==> src/rtl/paddle_pkg.sv <==
// Shared types, ps2_mouse field positions and the saturating/wrapping
// accumulator step used by the paddle mouse multiplexer.
package paddle_pkg;

    typedef enum logic {
        SRC_ANALOG = 1'b0,
        SRC_MOUSE  = 1'b1
    } src_t;

    localparam int PS2_STROBE  = 24;
    localparam int PS2_DY_LSB  = 16;
    localparam int PS2_DX_LSB  = 8;
    localparam int PS2_YSIGN   = 5;
    localparam int PS2_XSIGN   = 4;
    localparam int PS2_BTN_LSB = 0;

    // Sum is formed at full int width, wide enough for any OUT_W below 31.
    function automatic int sat_add(input int pos, input int d, input logic wrap, input int out_w);
        int lo;
        int hi;
        int sum;
        lo  = -(1 << (out_w - 1));
        hi  = (1 << (out_w - 1)) - 1;
        sum = pos + d;
        if (wrap)
            return ((sum - lo) & ((1 << out_w) - 1)) + lo;
        else if (sum > hi)
            return hi;
        else if (sum < lo)
            return lo;
        else
            return sum;
    endfunction

endpackage

==> src/rtl/paddle_axis.sv <==
// One paddle axis: scales and clamps a PS/2 delta and integrates it into a
// held position; exposes the next position so the top can register outputs.
module paddle_axis
    import paddle_pkg::*;
#(
    parameter int OUT_W     = 8,
    parameter int DIV_SHIFT = 1,
    parameter int DELTA_MAX = 10
) (
    input  logic                    clk_sys,
    input  logic                    reset_n,
    input  logic                    step,
    input  logic                    sign,
    input  logic [7:0]              mag,
    input  logic                    wrap_en,
    input  logic                    clear,
    input  logic                    recenter,
    output logic signed [OUT_W-1:0] pos_next
);

    logic signed [OUT_W-1:0] pos;
    logic signed [8:0]       raw;
    logic signed [8:0]       shifted;
    int                      delta;

    // Analog override and recenter both beat a mouse step on the same cycle.
    always_comb begin
        raw     = {sign, mag};
        shifted = raw >>> DIV_SHIFT;
        delta   = int'(shifted);
        if (delta > DELTA_MAX)
            delta = DELTA_MAX;
        else if (delta < -DELTA_MAX)
            delta = -DELTA_MAX;

        pos_next = pos;
        if (clear || recenter)
            pos_next = '0;
        else if (step)
            pos_next = OUT_W'(sat_add(int'(pos), delta, wrap_en, OUT_W));
    end

    always_ff @(posedge clk_sys or negedge reset_n) begin
        if (!reset_n)
            pos <= '0;
        else
            pos <= pos_next;
    end

endmodule

==> src/rtl/paddle_mouse_mux.sv <==
// Per-player paddle source selection: analog stick passthrough or PS/2 mouse
// integration, with optional idle timeout back to the analog source.
module paddle_mouse_mux
    import paddle_pkg::*;
#(
    parameter int PLAYERS     = 2,
    parameter int OUT_W       = 8,
    parameter int DIV_SHIFT   = 1,
    parameter int DELTA_MAX   = 10,
    parameter int IDLE_CYCLES = 0,
    localparam int SEL_W      = (PLAYERS > 1) ? $clog2(PLAYERS) : 1
) (
    input  logic                     clk_sys,
    input  logic                     reset_n,
    input  logic [24:0]              ps2_mouse,
    input  logic [SEL_W-1:0]         mouse_sel,
    input  logic [PLAYERS*16-1:0]    joya,
    input  logic [PLAYERS*2-1:0]     joy_btn,
    input  logic                     recenter,
    input  logic                     wrap_en,
    output logic [PLAYERS*OUT_W-1:0] paddle_x,
    output logic [PLAYERS*OUT_W-1:0] paddle_y,
    output logic [PLAYERS*2-1:0]     btn_out,
    output logic [PLAYERS-1:0]       mouse_active
);

    localparam int CNT_W = (IDLE_CYCLES > 1) ? $clog2(IDLE_CYCLES + 1) : 1;

    logic strobe_hist;
    logic hist_valid;
    logic event_seen;
    logic unused_bits;

    assign unused_bits = ^{ps2_mouse[7:6], ps2_mouse[3:2]};

    // hist_valid keeps a strobe level already toggled at reset release from
    // being mistaken for a fresh mouse packet.
    always_ff @(posedge clk_sys or negedge reset_n) begin
        if (!reset_n) begin
            strobe_hist <= 1'b0;
            hist_valid  <= 1'b0;
        end else begin
            strobe_hist <= ps2_mouse[PS2_STROBE];
            hist_valid  <= 1'b1;
        end
    end

    assign event_seen = hist_valid && (ps2_mouse[PS2_STROBE] != strobe_hist);

    for (genvar i = 0; i < PLAYERS; i++) begin : g_player
        src_t                    state;
        src_t                    state_next;
        logic [CNT_W-1:0]        idle_cnt;
        logic [CNT_W-1:0]        idle_cnt_next;
        logic [1:0]              mbtn;
        logic [1:0]              mbtn_next;
        logic                    hit;
        logic                    analog_nz;
        logic [7:0]              joy_x;
        logic [7:0]              joy_y;
        logic signed [OUT_W-1:0] pos_x_next;
        logic signed [OUT_W-1:0] pos_y_next;
        logic [OUT_W-1:0]        out_x;
        logic [OUT_W-1:0]        out_y;
        logic [1:0]              out_btn;

        assign joy_x     = joya[i*16 +: 8];
        assign joy_y     = joya[i*16+8 +: 8];
        assign analog_nz = (joya[i*16 +: 16] != 16'd0);
        assign hit       = event_seen && (mouse_sel == SEL_W'(i));

        paddle_axis #(.OUT_W(OUT_W), .DIV_SHIFT(DIV_SHIFT), .DELTA_MAX(DELTA_MAX)) u_axis_x (
            .clk_sys  (clk_sys),
            .reset_n  (reset_n),
            .step     (hit),
            .sign     (ps2_mouse[PS2_XSIGN]),
            .mag      (ps2_mouse[PS2_DX_LSB +: 8]),
            .wrap_en  (wrap_en),
            .clear    (analog_nz),
            .recenter (recenter),
            .pos_next (pos_x_next)
        );

        paddle_axis #(.OUT_W(OUT_W), .DIV_SHIFT(DIV_SHIFT), .DELTA_MAX(DELTA_MAX)) u_axis_y (
            .clk_sys  (clk_sys),
            .reset_n  (reset_n),
            .step     (hit),
            .sign     (ps2_mouse[PS2_YSIGN]),
            .mag      (ps2_mouse[PS2_DY_LSB +: 8]),
            .wrap_en  (wrap_en),
            .clear    (analog_nz),
            .recenter (recenter),
            .pos_next (pos_y_next)
        );

        // Any stick movement reclaims the player before a mouse event can.
        always_comb begin
            state_next    = state;
            idle_cnt_next = idle_cnt;
            mbtn_next     = mbtn;
            if (analog_nz) begin
                state_next    = SRC_ANALOG;
                idle_cnt_next = '0;
            end else if (hit) begin
                state_next    = SRC_MOUSE;
                idle_cnt_next = '0;
                mbtn_next     = ps2_mouse[PS2_BTN_LSB +: 2];
            end else if (state == SRC_MOUSE && IDLE_CYCLES > 0) begin
                if (int'(idle_cnt) + 1 >= IDLE_CYCLES) begin
                    state_next    = SRC_ANALOG;
                    idle_cnt_next = '0;
                end else begin
                    idle_cnt_next = idle_cnt + 1'b1;
                end
            end
        end

        always_ff @(posedge clk_sys or negedge reset_n) begin
            if (!reset_n) begin
                state    <= SRC_ANALOG;
                idle_cnt <= '0;
                mbtn     <= '0;
                out_x    <= '0;
                out_y    <= '0;
                out_btn  <= '0;
            end else begin
                state    <= state_next;
                idle_cnt <= idle_cnt_next;
                mbtn     <= mbtn_next;
                if (state_next == SRC_MOUSE) begin
                    out_x   <= pos_x_next;
                    out_y   <= pos_y_next;
                    out_btn <= mbtn_next;
                end else begin
                    out_x   <= OUT_W'($signed(joy_x));
                    out_y   <= OUT_W'($signed(joy_y));
                    out_btn <= joy_btn[i*2 +: 2];
                end
            end
        end

        assign paddle_x[i*OUT_W +: OUT_W] = out_x;
        assign paddle_y[i*OUT_W +: OUT_W] = out_y;
        assign btn_out[i*2 +: 2]          = out_btn;
        assign mouse_active[i]            = (state == SRC_MOUSE);
    end

endmodule

==> config.mk <==
export PLATFORM = sky130hd
export DESIGN_NAME = paddle_mouse_mux
export DESIGN_NICKNAME = d
export VERILOG_FILES = /design/src/rtl/paddle_pkg.sv /design/src/rtl/paddle_axis.sv /design/src/rtl/paddle_mouse_mux.sv
export SDC_FILE = /design/constraint.sdc
export NUM_CORES = 1
export LEC_CHECK = 0
export CORE_MARGIN = 3
export CORE_UTILIZATION = 30
export CTS_BUF_LIST = sky130_fd_sc_hd__clkbuf_8
export CTS_CLUSTER_SIZE = 20
export DETAILED_ROUTE_END_ITERATION = 6
export HOLD_SLACK_MARGIN = 0.15
export PLACE_DENSITY_LB_ADDON = 0.1
export SYNTH_ARGS = -nofsm -noshare
export SYNTH_HDL_FRONTEND = slang
export SYNTH_SLANG_ARGS = --single-unit
==> constraint.sdc <==
create_clock -name clk_sys -period 9.6 [get_ports clk_sys]
set_input_delay 0.96 -clock clk_sys [delete_from_list [all_inputs] [get_ports clk_sys]]
set_output_delay 0.96 -clock clk_sys [all_outputs]
set_load 0.01 [all_outputs]
==> impl_summary.log <==
[metrics] Post-layout nets: 1,016
[metrics] largest net degree at the start of global routing: 47
[metrics] r2r setup slk: 4.69 ns
[metrics] clock-pin slew on the worst setup and hold paths: 0.07 ns
[metrics] XOR/XNOR share of the synthesized area: 0.03060
[metrics] vertical die dimension: 160.4 um
[metrics] Iteration-0 DRC Markers: 282
[metrics] number of gates resized after cts: 0
[metrics] critical path launch point type: input port
[metrics] worst slew slack as a fraction of its limit: 0.3837
[metrics] Skew-Pair Late Insertion Delay: 0.37 ns
[metrics] hold violation count in the final report: 0
[metrics] residual antenna-violating net count after detailed routing: 0
[metrics] post-synth design cell area: 7156 um2
[metrics] end point of the worst hold path: g_player[0].mbtn[0]
[metrics] number of hold buffers added after CTS: 0
[metrics] post-synth top area share: 0.2658
[metrics] number of distinct library cell variants in the gate-level netlist after synthesis: 81
[metrics] Combinational Power Share: 0.248
[metrics] Worst Clk Skew: 0.01625 ns
[metrics] commonest cells in the netlist: 76 x dfrtp_1, 66 x inv_1, 56 x fa_1, 55 x nor2_1, 51 x a21oi_1
[metrics] Placed Cells: 1,174
[metrics] area of the multi-input gates: 4895 um2
[metrics] worst-path fanout max: 15
[metrics] switch share: 0.3000
[metrics] post-synthesis adder-cell area fraction: 0.2035
[metrics] Placeable Area: 23,050 um2
[metrics] final worst-path cycle share: 0.7535
[metrics] # clock sinks: 76
[metrics] Crit path arrival time: 7.47 ns
[metrics] H-Tree Level Count: 3
[metrics] share of synthesized cell area in and, or, nand and nor gates: 0.2058
[metrics] Final setup violation count: 0
[metrics] maximum cell stage delay along the critical path: 0.70 ns
[metrics] initial core utilization: 0.3104
[metrics] Setup Crit Path Kind: input port to register
[metrics] internal power: 0.5649 mW
[metrics] Vias/cell: 5.027
[metrics] Crit path required time: 9.84 ns
[metrics] Area Overhead vs Synth: 21.00%
[metrics] via count of the first global-routing pass: 6,142
[metrics] mux share of post-synthesis cell area: 0.01084
[metrics] type of the worst min-delay path: register to register
[metrics] leading cell types by total area after synthesis: dfrtp_1 27%, fa_1 16%, ha_1 3.8%
[metrics] Crit Reg-Reg Startpoint: g_player[1].u_axis_x.pos[1]
[metrics] wire length per cell: 17.33 um
[metrics] share of synthesized area occupied by flip-flops and latches: 0.2658
[metrics] Worst path slowest cell: clkdlybuf4s50_1
[metrics] maximum clock insertion buffer count: 2
[metrics] share of cells above drive strength 1: 0.05829
[metrics] cell area reported after detailed placement: 8446 um2
[metrics] final cell count without fillers: 1,188
[metrics] worst hold path stage count: 1
[metrics] Post-CTS Setup Inserts: 0
[metrics] worst hold path startpoint: g_player[0].mbtn[0]
[metrics] cts bufs inserted: 9
[metrics] initial antenna violation count: 0
[metrics] timing-limited maximum frequency: 0.1382 GHz
[metrics] CTS tree: yes
[metrics] Die Area: 25,740 um2
[metrics] nets in the synthesized netlist: 930
[metrics] area occupied by registers: 1902 um2
[metrics] count of port buffers added during placement: 97
[metrics] clock share of power: 0.342
[metrics] net switching power of the design: 0.2421 mW
[metrics] Top-Level Pins: 104
[metrics] Total Negative Setup Slacks: 0 ns
[metrics] most frequent cell after synthesis: dfrtp_1
[metrics] maximum resistive drop on vdd: 0.07120 mV
[metrics] total global-route track usage: 0.1613
[metrics] dominant combinational cell family by area after synthesis: compound AO/OA/AOI/OAI gates
[metrics] count of yosys warnings during synthesis: 0
[metrics] number of flops mapped to enable cells by yosys: 0
[metrics] worst-margin pin slew: 0.9218 ns
[metrics] cells traversed along the worst timing path: clkdlybuf4s50_1 > nand4_1 > or2_2 > ha_1 > or3_1 > ha_1 > a21o_1 > nand2_1 > a21oi_1 > a2111oi_0 > nor2_1 > a21o_1 > a21oi_1 > inv_1 > fa_1 > nor4_1 > nand2_1 > nor4_1 > nand4_1 > o21ai_2 > o21ai_1 > o311ai_1
[metrics] Reg power frac: 0.409
[metrics] min Tclk post-route: 7.234 ns
[metrics] overflow left after global routing: 0
[metrics] total vias in the final route: 5,972
[metrics] number of inserted filler cells in the final layout: 2,354
[metrics] result of the run: finished, final reports clean
[metrics] final design instance area without fill: 8658 um2
[metrics] first-pass GRT wire length: 33,590 um
[metrics] number of max-cap violations: 0
[metrics] x dimension of the die: 160.4 um
[metrics] number of search-and-repair iterations in the first detailed-routing pass: 4
[metrics] fraction of synthesis flops using an asynchronous set or reset pin: 1.000
[metrics] worst-case reg-to-reg path depth: 17
[metrics] final standard cell utilization of the core: 0.3756
[metrics] Site Rows: 55
[metrics] area fraction in compound gates after synthesis: 0.2320
[metrics] Final Power: 0.8070 mW
[metrics] Slew Limit Fails: 0
[metrics] static power due to leakage: 3.624 nW
[metrics] final HPWL from detailed placement: 16,440 um
[metrics] unrepaired setup endpoints after global routing: false
[metrics] gp weighted congestion: 0.8231
[metrics] Post-Synthesis Mean Instance Area: 9.104 um2
[metrics] worst reg2reg path endpoint: g_player[1].out_x[1]
[metrics] Main synth FF type: dfrtp_1
[metrics] Yosys reg bits: 76
[metrics] post-synthesis instance total: 786
[metrics] drc violations: 0
[metrics] leading area contributor after synthesis: dfrtp_1
[metrics] CP endpoint kind: register
[metrics] Antenna diodes: 0
[metrics] root buffer selected by CTS: clkbuf_8
[metrics] final routed wirelength across all metal layers: 20,590 um
[metrics] power density over the cells: 93.21 nW/um2
metal layers:
metal	vias to the layer above	part of all wire	global-route usage
met1	2855	0.52	0.2420
met4	0	0.0055	0.02367
met3	11	0.049	0.03430
li1	2999	-	-
met5	-	0	0
met2	107	0.43	0.2434
sequential cells by signal, summed over array words and instances, names as in the netlist:
register,count
g_player.out_btn,4
g_player.out_y,16
g_player.u_axis_y.pos,16
g_player.out_x,16
strobe_hist,1
g_player.u_axis_x.pos,16
hist_valid,1
g_player.mbtn,4
g_player.state,2
how the worst max path moves through the flow:
stage / startpoint / to / slack (ns)
after floorplan: ps2_mouse[14] / g_player[0].out_x[1] / 3.05
after global placement: ps2_mouse[13] / g_player[1].out_x[1] / 1.91
after detailed placement: ps2_mouse[13] / g_player[1].out_x[1] / 1.90
after CTS: ps2_mouse[13] / g_player[1].out_x[1] / 2.27
after global routing: ps2_mouse[13] / g_player[1].out_x[1] / 1.85
final: ps2_mouse[13] / g_player[1].out_x[1] / 2.37
logic make-up (layout without fill, tap and decap cells):
family,Yosys count,in the layout
AO/OA/AOI/OAI,230,230
other,1,1
XOR/XNOR,25,25
buffers and inverters,95,184
multiplexers,7,7
AND/OR/NAND/NOR,268,268
adder cells (fa/ha/maj),84,84
flip-flops,76,76
per-stage QoR:
step | worst slack, ns | hold slack (ns)
4_1_cts | 2.272 | 0.4972
5_1_grt | 1.847 | 0.5177
2_1_floorplan | 3.048 | 0.4681
6_report | 2.366 | 0.4962
3_3_place_gp | 1.914 | 0.4775
3_5_place_dp | 1.896 | 0.4807
placed cells by master, fill, tap and decap left out, types with 6 or more instances in the layout:
| cell | instances |
|---|---|
| nand2b_1 | 15 |
| nor4_1 | 14 |
| nand3_1 | 11 |
| a21o_1 | 31 |
| or3_1 | 8 |
| ha_1 | 22 |
| mux2_2 | 6 |
| nor4bb_1 | 6 |
| nor3b_1 | 7 |
| o221ai_1 | 10 |
| o211ai_1 | 7 |
| o22ai_1 | 7 |
| nor2b_1 | 13 |
| clkbuf_8 | 10 |
| and2_1 | 12 |
| xnor2_1 | 20 |
| nor2_1 | 53 |
| a31oi_1 | 10 |
| inv_1 | 66 |
| a21oi_1 | 51 |
| o21ai_0 | 26 |
| nand2_1 | 44 |
| clkdlybuf4s50_1 | 96 |
| o31ai_1 | 13 |
| fa_1 | 56 |
| o21bai_1 | 6 |
| nand4_1 | 12 |
| maj3_1 | 6 |
| and3_1 | 8 |
| o21ai_1 | 10 |
| a211oi_1 | 10 |
| dfrtp_1 | 76 |
| nor3_1 | 28 |
cell type report:
cell class,count,area share
clock buffers,10,0.01590
clock inverters,4,0.008671
inverters,69,0.02991
multi-input cells,615,0.5653
flip-flops and latches,76,0.2197
well taps,313,0.04523
repair buffers,101,0.1153
critical path: cells and delay by family:
kind,cells,cell delay [ns]
AO/OA/AOI/OAI,8,2.38
AND/OR/NAND/NOR,9,2.10
adder cells (fa/ha/maj),3,1.15
buffers and inverters,2,0.85
power groups by stage:
stage	Sequential, mW	Combinational [mW]	Clock, mW
after CTS	0.330	0.203	0.289
after detailed placement	0.337	0.201	0
after floorplan	0.341	0.109	0
after global placement	0.337	0.202	0
after global routing	0.331	0.223	0.300
final	0.330	0.200	0.276
Note: power is estimated with default switching activity, not from simulation.
